## config.mk

```make
export PLATFORM = sky130hd
export DESIGN_NAME = pipeline_hazard_ctrl_flat
export DESIGN_NICKNAME = d
export VERILOG_FILES = /design/src/rtl/pipeline_hazard_ctrl_pkg.sv /design/src/rtl/pipeline_hazard_ctrl_if.sv /design/src/rtl/pipeline_hazard_ctrl_perf_counter.sv /design/src/rtl/pipeline_hazard_ctrl.sv /design/src/flat_wrapper.sv
export SDC_FILE = /design/constraint.sdc
export NUM_CORES = 1
export LEC_CHECK = 0
export CAP_MARGIN = 20
export CORE_MARGIN = 2
export CORE_UTILIZATION = 35
export DETAILED_ROUTE_END_ITERATION = 10
export GPL_TIMING_DRIVEN = 0
export HOLD_SLACK_MARGIN = 0.05
export PLACE_DENSITY_LB_ADDON = 0.2
export SLEW_MARGIN = 30
export SYNTH_ARGS = -nofsm -noshare
export SYNTH_HDL_FRONTEND = slang
export SYNTH_SLANG_ARGS = --single-unit
```

## constraint.sdc

```tcl
create_clock -name clk -period 2.7 [get_ports clk]
set_clock_uncertainty 0.1 [all_clocks]
set_input_delay 0.81 -clock clk [delete_from_list [all_inputs] [get_ports clk]]
set_output_delay 0.81 -clock clk [all_outputs]
set_load 0.005 [all_outputs]
```

## src/rtl/pipeline_hazard_ctrl_pkg.sv

```systemverilog
// Shared types and constants for the pipeline hazard/sequencing controller.
// Control bundles are ordered {pc_write, ifid_write, ifid_flush, idex_flush}.
package pipe_ctrl_pkg;

   typedef enum logic [1:0] {
      RUN,
      LD_STALL,
      IMEM_WAIT
   } state_t;

   localparam logic [4:0]  REG_ZERO = 5'd0;
   localparam logic [31:0] NOP      = 32'h0;

   typedef struct packed {
      logic pc_write;
      logic ifid_write;
      logic ifid_flush;
      logic idex_flush;
   } ctrl_t;

   localparam ctrl_t CTRL_RUN      = '{1'b1, 1'b1, 1'b0, 1'b0};
   localparam ctrl_t CTRL_LOAD_USE = '{1'b0, 1'b0, 1'b0, 1'b1};
   localparam ctrl_t CTRL_BUBBLE   = '{1'b0, 1'b1, 1'b1, 1'b0};
   localparam ctrl_t CTRL_FLUSH    = '{1'b1, 1'b1, 1'b1, 1'b1};
   localparam ctrl_t CTRL_RESET    = '{1'b0, 1'b0, 1'b1, 1'b1};

   // A load in EX feeding a register read in ID; x0 is never a real dependency.
   function automatic logic load_use(input logic [4:0] id_rs1, input logic [4:0] id_rs2,
                                     input logic id_uses_rs1, input logic id_uses_rs2,
                                     input logic ex_mem_read, input logic [4:0] ex_rd);
      return ex_mem_read && (ex_rd != REG_ZERO) &&
             ((id_uses_rs1 && (id_rs1 == ex_rd)) || (id_uses_rs2 && (id_rs2 == ex_rd)));
   endfunction

endpackage

```

## src/rtl/pipeline_hazard_ctrl_if.sv

```systemverilog
// Signal bundle between the pipeline datapath (master) and the hazard controller (slave).
interface pipeline_hazard_ctrl_if #(
   parameter int CNT_W = 32
);
   logic [4:0]       id_rs1;
   logic [4:0]       id_rs2;
   logic             id_uses_rs1;
   logic             id_uses_rs2;
   logic             ex_mem_read;
   logic [4:0]       ex_rd;
   logic             branch_taken;
   logic             imem_ready;
   logic             pc_write;
   logic             ifid_write;
   logic             ifid_flush;
   logic             idex_flush;
   logic             stall_active;
   logic [CNT_W-1:0] stall_count;
   logic [CNT_W-1:0] flush_count;
   logic             imem_timeout;

   modport master (
      output id_rs1, id_rs2, id_uses_rs1, id_uses_rs2, ex_mem_read, ex_rd,
             branch_taken, imem_ready,
      input  pc_write, ifid_write, ifid_flush, idex_flush, stall_active,
             stall_count, flush_count, imem_timeout
   );

   modport slave (
      input  id_rs1, id_rs2, id_uses_rs1, id_uses_rs2, ex_mem_read, ex_rd,
             branch_taken, imem_ready,
      output pc_write, ifid_write, ifid_flush, idex_flush, stall_active,
             stall_count, flush_count, imem_timeout
   );
endinterface

```

## src/rtl/pipeline_hazard_ctrl_perf_counter.sv

```systemverilog
// Free-running event counter with enable; wraps modulo 2^W.
module perf_counter #(
   parameter int W = 32
) (
   input  logic         clk,
   input  logic         reset,
   input  logic         en,
   output logic [W-1:0] count
);

   always_ff @(posedge clk or posedge reset) begin
      if (reset) begin
         count <= '0;
      end else if (en) begin
         count <= count + 1'b1;
      end
   end

endmodule

```

## src/rtl/pipeline_hazard_ctrl.sv

```systemverilog
// Hazard controller for the 5-stage front end: load-use stalls, taken-branch
// flushes, imem wait bubbles, plus stall/flush counters and a sticky imem timeout.
module pipeline_hazard_ctrl
   import pipe_ctrl_pkg::*;
#(
   parameter int LOAD_LAT     = 1,
   parameter int IMEM_TIMEOUT = 16,
   parameter int CNT_W        = 32
) (
   input  logic                   clk,
   input  logic                   reset,
   pipeline_hazard_ctrl_if.slave  bus
);

   localparam int RW = (LOAD_LAT > 1) ? $clog2(LOAD_LAT) : 1;
   localparam int WW = $clog2(IMEM_TIMEOUT + 1);

   state_t         state, state_nxt;
   logic [RW-1:0]  remaining, remaining_nxt;
   logic [WW-1:0]  wait_cnt, wait_cnt_nxt, wait_inc;
   logic           timeout_q;
   logic           lu_haz;
   ctrl_t          ctl, ctl_out;

   assign lu_haz = load_use(bus.id_rs1, bus.id_rs2, bus.id_uses_rs1, bus.id_uses_rs2,
                            bus.ex_mem_read, bus.ex_rd);

   assign wait_inc = (wait_cnt == WW'(IMEM_TIMEOUT)) ? wait_cnt : wait_cnt + 1'b1;

   always_comb begin
      state_nxt     = state;
      remaining_nxt = remaining;
      wait_cnt_nxt  = wait_cnt;
      ctl           = CTRL_RUN;

      if (bus.branch_taken) begin
         ctl           = CTRL_FLUSH;
         state_nxt     = RUN;
         remaining_nxt = '0;
         wait_cnt_nxt  = '0;
      end else begin
         unique case (state)
            LD_STALL: begin
               ctl           = CTRL_LOAD_USE;
               remaining_nxt = remaining - 1'b1;
               if (remaining == RW'(1)) begin
                  state_nxt = RUN;
               end
            end
            IMEM_WAIT: begin
               if (lu_haz) begin
                  ctl = CTRL_LOAD_USE;
                  // Still waiting on imem: the load-use stall overlaps the wait.
                  if (!bus.imem_ready) begin
                     wait_cnt_nxt = wait_inc;
                  end else begin
                     wait_cnt_nxt = '0;
                     if (LOAD_LAT > 1) begin
                        state_nxt     = LD_STALL;
                        remaining_nxt = RW'(LOAD_LAT - 1);
                     end else begin
                        state_nxt = RUN;
                     end
                  end
               end else if (bus.imem_ready) begin
                  state_nxt    = RUN;
                  wait_cnt_nxt = '0;
               end else begin
                  ctl          = CTRL_BUBBLE;
                  wait_cnt_nxt = wait_inc;
               end
            end
            default: begin
               if (lu_haz) begin
                  ctl          = CTRL_LOAD_USE;
                  wait_cnt_nxt = '0;
                  if (LOAD_LAT > 1) begin
                     state_nxt     = LD_STALL;
                     remaining_nxt = RW'(LOAD_LAT - 1);
                  end else begin
                     state_nxt = RUN;
                  end
               end else if (!bus.imem_ready) begin
                  ctl          = CTRL_BUBBLE;
                  state_nxt    = IMEM_WAIT;
                  wait_cnt_nxt = WW'(1);
               end
            end
         endcase
      end

      ctl_out = reset ? CTRL_RESET : ctl;
   end

   always_ff @(posedge clk or posedge reset) begin
      if (reset) begin
         state     <= RUN;
         remaining <= '0;
         wait_cnt  <= '0;
         timeout_q <= 1'b0;
      end else begin
         state     <= state_nxt;
         remaining <= remaining_nxt;
         wait_cnt  <= wait_cnt_nxt;
         timeout_q <= timeout_q | (wait_cnt_nxt == WW'(IMEM_TIMEOUT));
      end
   end

   assign bus.pc_write     = ctl_out.pc_write;
   assign bus.ifid_write   = ctl_out.ifid_write;
   assign bus.ifid_flush   = ctl_out.ifid_flush;
   assign bus.idex_flush   = ctl_out.idex_flush;
   assign bus.stall_active = !reset && !ctl.pc_write;
   assign bus.imem_timeout = timeout_q;

   perf_counter #(.W(CNT_W)) u_stall_cnt (
      .clk   (clk),
      .reset (reset),
      .en    (bus.stall_active),
      .count (bus.stall_count)
   );

   perf_counter #(.W(CNT_W)) u_flush_cnt (
      .clk   (clk),
      .reset (reset),
      .en    (bus.branch_taken),
      .count (bus.flush_count)
   );

endmodule

```

## src/flat_wrapper.sv

```systemverilog
// flat-port wrapper written by rule: the top's interface ports become plain ports
module pipeline_hazard_ctrl_flat import pipe_ctrl_pkg::*;
#(
   parameter int LOAD_LAT     = 1,
   parameter int IMEM_TIMEOUT = 16,
   parameter int CNT_W        = 32
)
  (clk, reset, bus_id_rs1, bus_id_rs2, bus_id_uses_rs1, bus_id_uses_rs2, bus_ex_mem_read, bus_ex_rd, bus_branch_taken, bus_imem_ready, bus_pc_write, bus_ifid_write, bus_ifid_flush, bus_idex_flush, bus_stall_active, bus_stall_count, bus_flush_count, bus_imem_timeout);
  pipeline_hazard_ctrl_if #(.CNT_W(CNT_W)) bus_i ();
  input  logic clk;
  input  logic reset;
  input wire logic [$bits(bus_i.id_rs1)-1:0] bus_id_rs1;
  input wire logic [$bits(bus_i.id_rs2)-1:0] bus_id_rs2;
  input wire logic [$bits(bus_i.id_uses_rs1)-1:0] bus_id_uses_rs1;
  input wire logic [$bits(bus_i.id_uses_rs2)-1:0] bus_id_uses_rs2;
  input wire logic [$bits(bus_i.ex_mem_read)-1:0] bus_ex_mem_read;
  input wire logic [$bits(bus_i.ex_rd)-1:0] bus_ex_rd;
  input wire logic [$bits(bus_i.branch_taken)-1:0] bus_branch_taken;
  input wire logic [$bits(bus_i.imem_ready)-1:0] bus_imem_ready;
  output wire logic [$bits(bus_i.pc_write)-1:0] bus_pc_write;
  output wire logic [$bits(bus_i.ifid_write)-1:0] bus_ifid_write;
  output wire logic [$bits(bus_i.ifid_flush)-1:0] bus_ifid_flush;
  output wire logic [$bits(bus_i.idex_flush)-1:0] bus_idex_flush;
  output wire logic [$bits(bus_i.stall_active)-1:0] bus_stall_active;
  output wire logic [$bits(bus_i.stall_count)-1:0] bus_stall_count;
  output wire logic [$bits(bus_i.flush_count)-1:0] bus_flush_count;
  output wire logic [$bits(bus_i.imem_timeout)-1:0] bus_imem_timeout;
  assign bus_i.id_rs1 = bus_id_rs1;
  assign bus_i.id_rs2 = bus_id_rs2;
  assign bus_i.id_uses_rs1 = bus_id_uses_rs1;
  assign bus_i.id_uses_rs2 = bus_id_uses_rs2;
  assign bus_i.ex_mem_read = bus_ex_mem_read;
  assign bus_i.ex_rd = bus_ex_rd;
  assign bus_i.branch_taken = bus_branch_taken;
  assign bus_i.imem_ready = bus_imem_ready;
  assign bus_pc_write = bus_i.pc_write;
  assign bus_ifid_write = bus_i.ifid_write;
  assign bus_ifid_flush = bus_i.ifid_flush;
  assign bus_idex_flush = bus_i.idex_flush;
  assign bus_stall_active = bus_i.stall_active;
  assign bus_stall_count = bus_i.stall_count;
  assign bus_flush_count = bus_i.flush_count;
  assign bus_imem_timeout = bus_i.imem_timeout;
  pipeline_hazard_ctrl #(.LOAD_LAT(LOAD_LAT), .IMEM_TIMEOUT(IMEM_TIMEOUT), .CNT_W(CNT_W)) u_core (.clk(clk), .reset(reset), .bus(bus_i));
endmodule
```

==> results_dict.tcl <==
set metrics [dict create \
    crit_chain "clkdlybuf4s15_1 -> xnor2_1 -> nand4_1 -> o22ai_2 -> o211ai_4 -> buf_4 -> buf_6 -> a21boi_4 -> buf_6 -> buf_6" \
    wl_per_cell_um 13.58 \
    fin_crit_sh_pct 114.9 \
    synth_xor_area_share_pct 19.59 \
    synth_top_family_by_area "simple AND/OR/NAND/NOR gates" \
    ioPinCount 92 \
    max_cap_violations 0 \
    grt_max_degree 27 \
    ys_types 38 \
    fillers 858 \
    start_kind "input port" \
    synthesis.area_um2 3397 \
    diodes 0 \
    setup_slack_ns -0.4013 \
    dpl.hpwl_um 5606 \
    critPathKind "in -> out" \
    worstPathRequired_ns 1.79 \
    finish.utilization_pct 53.16 \
    die_h_um 102.5 \
    end_kind "output port" \
    rows 35 \
    r2r_end "u_core.u_flush_cnt.count[26]" \
    reg2reg_slack_ns 0.54 \
    core_region_area_um2 9328 \
    hold_path_depth 1 \
    fin_tns_setup_ns -2.056 \
    yosysWarnings 0 \
    io_buffer_count 91 \
    cts_tree "built" \
    p_leak_nw 2.180 \
    yosys.area_share.simple_pct 20.81 \
    min_to "u_core.u_stall_cnt.count[31]" \
    avgSynthCellArea_um2 10.75 \
    clockBufferDepth 2 \
    layout-drive-gt1-share_pct 18.96 \
    max_freq_mhz 322.4 \
    status "complete, but fails checks" \
    drtPass1Iterations 4 \
    path_max_fanout 2 \
    slew_headroom_pct 59.63 \
    vdd_drop_max_v 0.0003644 \
    slew_viol_final 0 \
    wirelength_um 7765 \
    die_x_um 102.5 \
    hold_violations 0 \
    grt_usage_pct 15.31 \
    drt_iter0_markers 57 \
    critPathArrivalTime_ns 2.19 \
    violations "setup timing" \
    grt_pass1_wl_um 12510 \
    fin_cells 572 \
    p_per_area_nw_per_um2 536.9 \
    start_util_pct 36.42 \
    dieArea_um2 10510 \
    drcViolationCount 0 \
    synth_adder_area_share_pct 1.473 \
    layout_min_cycle_time_ns 3.101 \
    area_growth_pct 45.97 \
    yosysSeqAreaShare_pct 52.30 \
    final_net_count 465 \
    vias 2698 \
    slowest_delay_ns 0.18 \
    clk_pin_slew_ns 0.07 \
    cts_buffers 9 \
    vias_per_cell 4.717 \
    root_buffer "clkbuf_8" \
    grt_pass1_vias 2664 \
    tightestPinTransition_ns 0.6042 \
    muxShareOfSynthArea_pct 0.6630 \
    hp-start "u_core.u_stall_cnt.count[31]" \
    timing.rr.start "u_core.u_flush_cnt.count[0]" \
    ff2ff_path_depth 8 \
    dp_cells 538 \
    grt-ovfl-total 0 \
    antenna_found_initial 0 \
    slowest_stage "clkdlybuf4s15_1" \
    cts_sinks 71 \
    crit_path_frequent_cell "buf_6" \
    clkLatencyLatePin_ns 0.34 \
    pre_cts_ws_ns -1.312 \
    gp_congestion 0.7918 \
    setup_viol 6 \
    cts_max_level 3 \
    postSynthCellCount 316 \
    ant_nets 0 \
    hold_slack_ns 0.3726 \
    synth_compound_area_share_pct 3.057 \
    ys_seq_elements 71 \
    grt_setup_unrepaired "true" \
    syn_nets 342 \
    startpoint "bus_id_rs1[0]" \
    worstHoldPathType "reg -> reg" \
]
power breakdown:
group	switching (mW)	internal, mW
sequential	0.116	1.15
combinational	0.171	0.285
clock	0.398	0.542
cells in the final DEF (no fill, tap or decap), types with 3 or more instances in the layout:
master / instances
clkbuf_2: 9
xor2_1: 14
and2_1: 3
inv_1: 9
nor2_1: 26
ha_1: 4
clkdlybuf4s50_1: 67
nand4_1: 22
and4_1: 4
buf_2: 7
dfrtp_1: 71
and3_1: 8
nand2_1: 28
clkbuf_8: 10
nand3_1: 26
buf_6: 8
xnor2_1: 58
buf_4: 17
xnor2_2: 4
state kept, by name, indices dropped and copies added, names as in the netlist:
register / flops
u_core.u_stall_cnt.count: 32
u_core.bus.imem_timeout: 1
u_core.u_flush_cnt.count: 32
u_core.wait_cnt: 5
u_core.state: 1
Yosys cell counts (all sizes together):
cell,instances,area (um^2)
dfrtp,71,1777
xnor2,62,543.0
nand2,28,105.1
nor2,28,112.6
nand3,26,130.1
nand4,23,158.9
xor2,14,122.6
inv,10,37.54
and3,8,50.05
buf,5,26.27
and2,4,26.28
and4,4,35.03
ha,4,50.05
a21boi,3,22.52
a21oi,3,15.01
a41oi,3,26.28
nor3,3,20.02
clkbuf,2,7.510
mux2,2,22.52
or3,2,17.52
a22oi,1,7.510
a31o,1,8.760
nand2b,1,6.260
nor2b,1,6.260
nor4,1,12.51
nor4bb,1,10.01
o211ai,1,12.51
o21ai,1,5.000
o22ai,1,6.260
or2,1,8.760
or4,1,7.510
final cells by class:
cell class	count	area, um^2	share of cell area [%]
timing repair buffer	112	1056	21.30
clock inverter	5	81.33	1.640
multi-input combinational	228	1655	33.38
clock buffer	10	137.6	2.776
tap	129	161.4	3.255
inverter	10	41.29	0.8327
sequential	71	1777	35.83
buffer	7	48.80	0.9841
per-stage QoR:
stage	power, mW	instance area [um^2]
2_1_floorplan	1.450	3408
3_3_place_gp	1.707	4481
3_5_place_dp	1.723	4528
4_1_cts	2.688	4882
5_1_grt	2.799	4959
6_report	2.662	4959
what timing repair did:
| item | in CTS | in global routing |
|---|---|---|
| setup buffers | 14 | 6 |
| hold buffers | 0 | 0 |
| pin swaps | 19 | 18 |
| gates resized for setup | 81 | 28 |
| endpoints found under the setup margin | 32 | 27 |
critical path: cells and delay by family:
| family | cells | cell delay, ns |
|---|---|---|
| and+or+nand+nor | 1 | 0.14 |
| AOI/OAI and AO/OA | 3 | 0.44 |
| xor gates and xnor gates | 1 | 0.17 |
| buffers and inverters | 5 | 0.64 |
logic make-up after synthesis:
group                      after synthesis
buffers and inverters                   17
and+or+nand+nor                        132
AOI/OAI and AO/OA                       14
xor gates and xnor gates                76
adders and majority gates                4
muxes                                    2
DFF                                     71
worst max-delay path by stage:
stage | to | depth (start not counted)
final | bus_stall_active | 10
after global routing | bus_stall_active | 10
after CTS | bus_pc_write | 8
after detailed placement | bus_stall_active | 8
after global placement | bus_stall_active | 8
after floorplan | bus_pc_write | 5
per-layer routing:
metal	up-vias	GRT usage, %	wire length (um)
met5	-	0	0
met4	0	7.897	181
met3	14	3.186	298
met2	53	25.14	3775
met1	1302	19.09	3510
li1	1329	-	-
(Power assumes the default switching activity.)
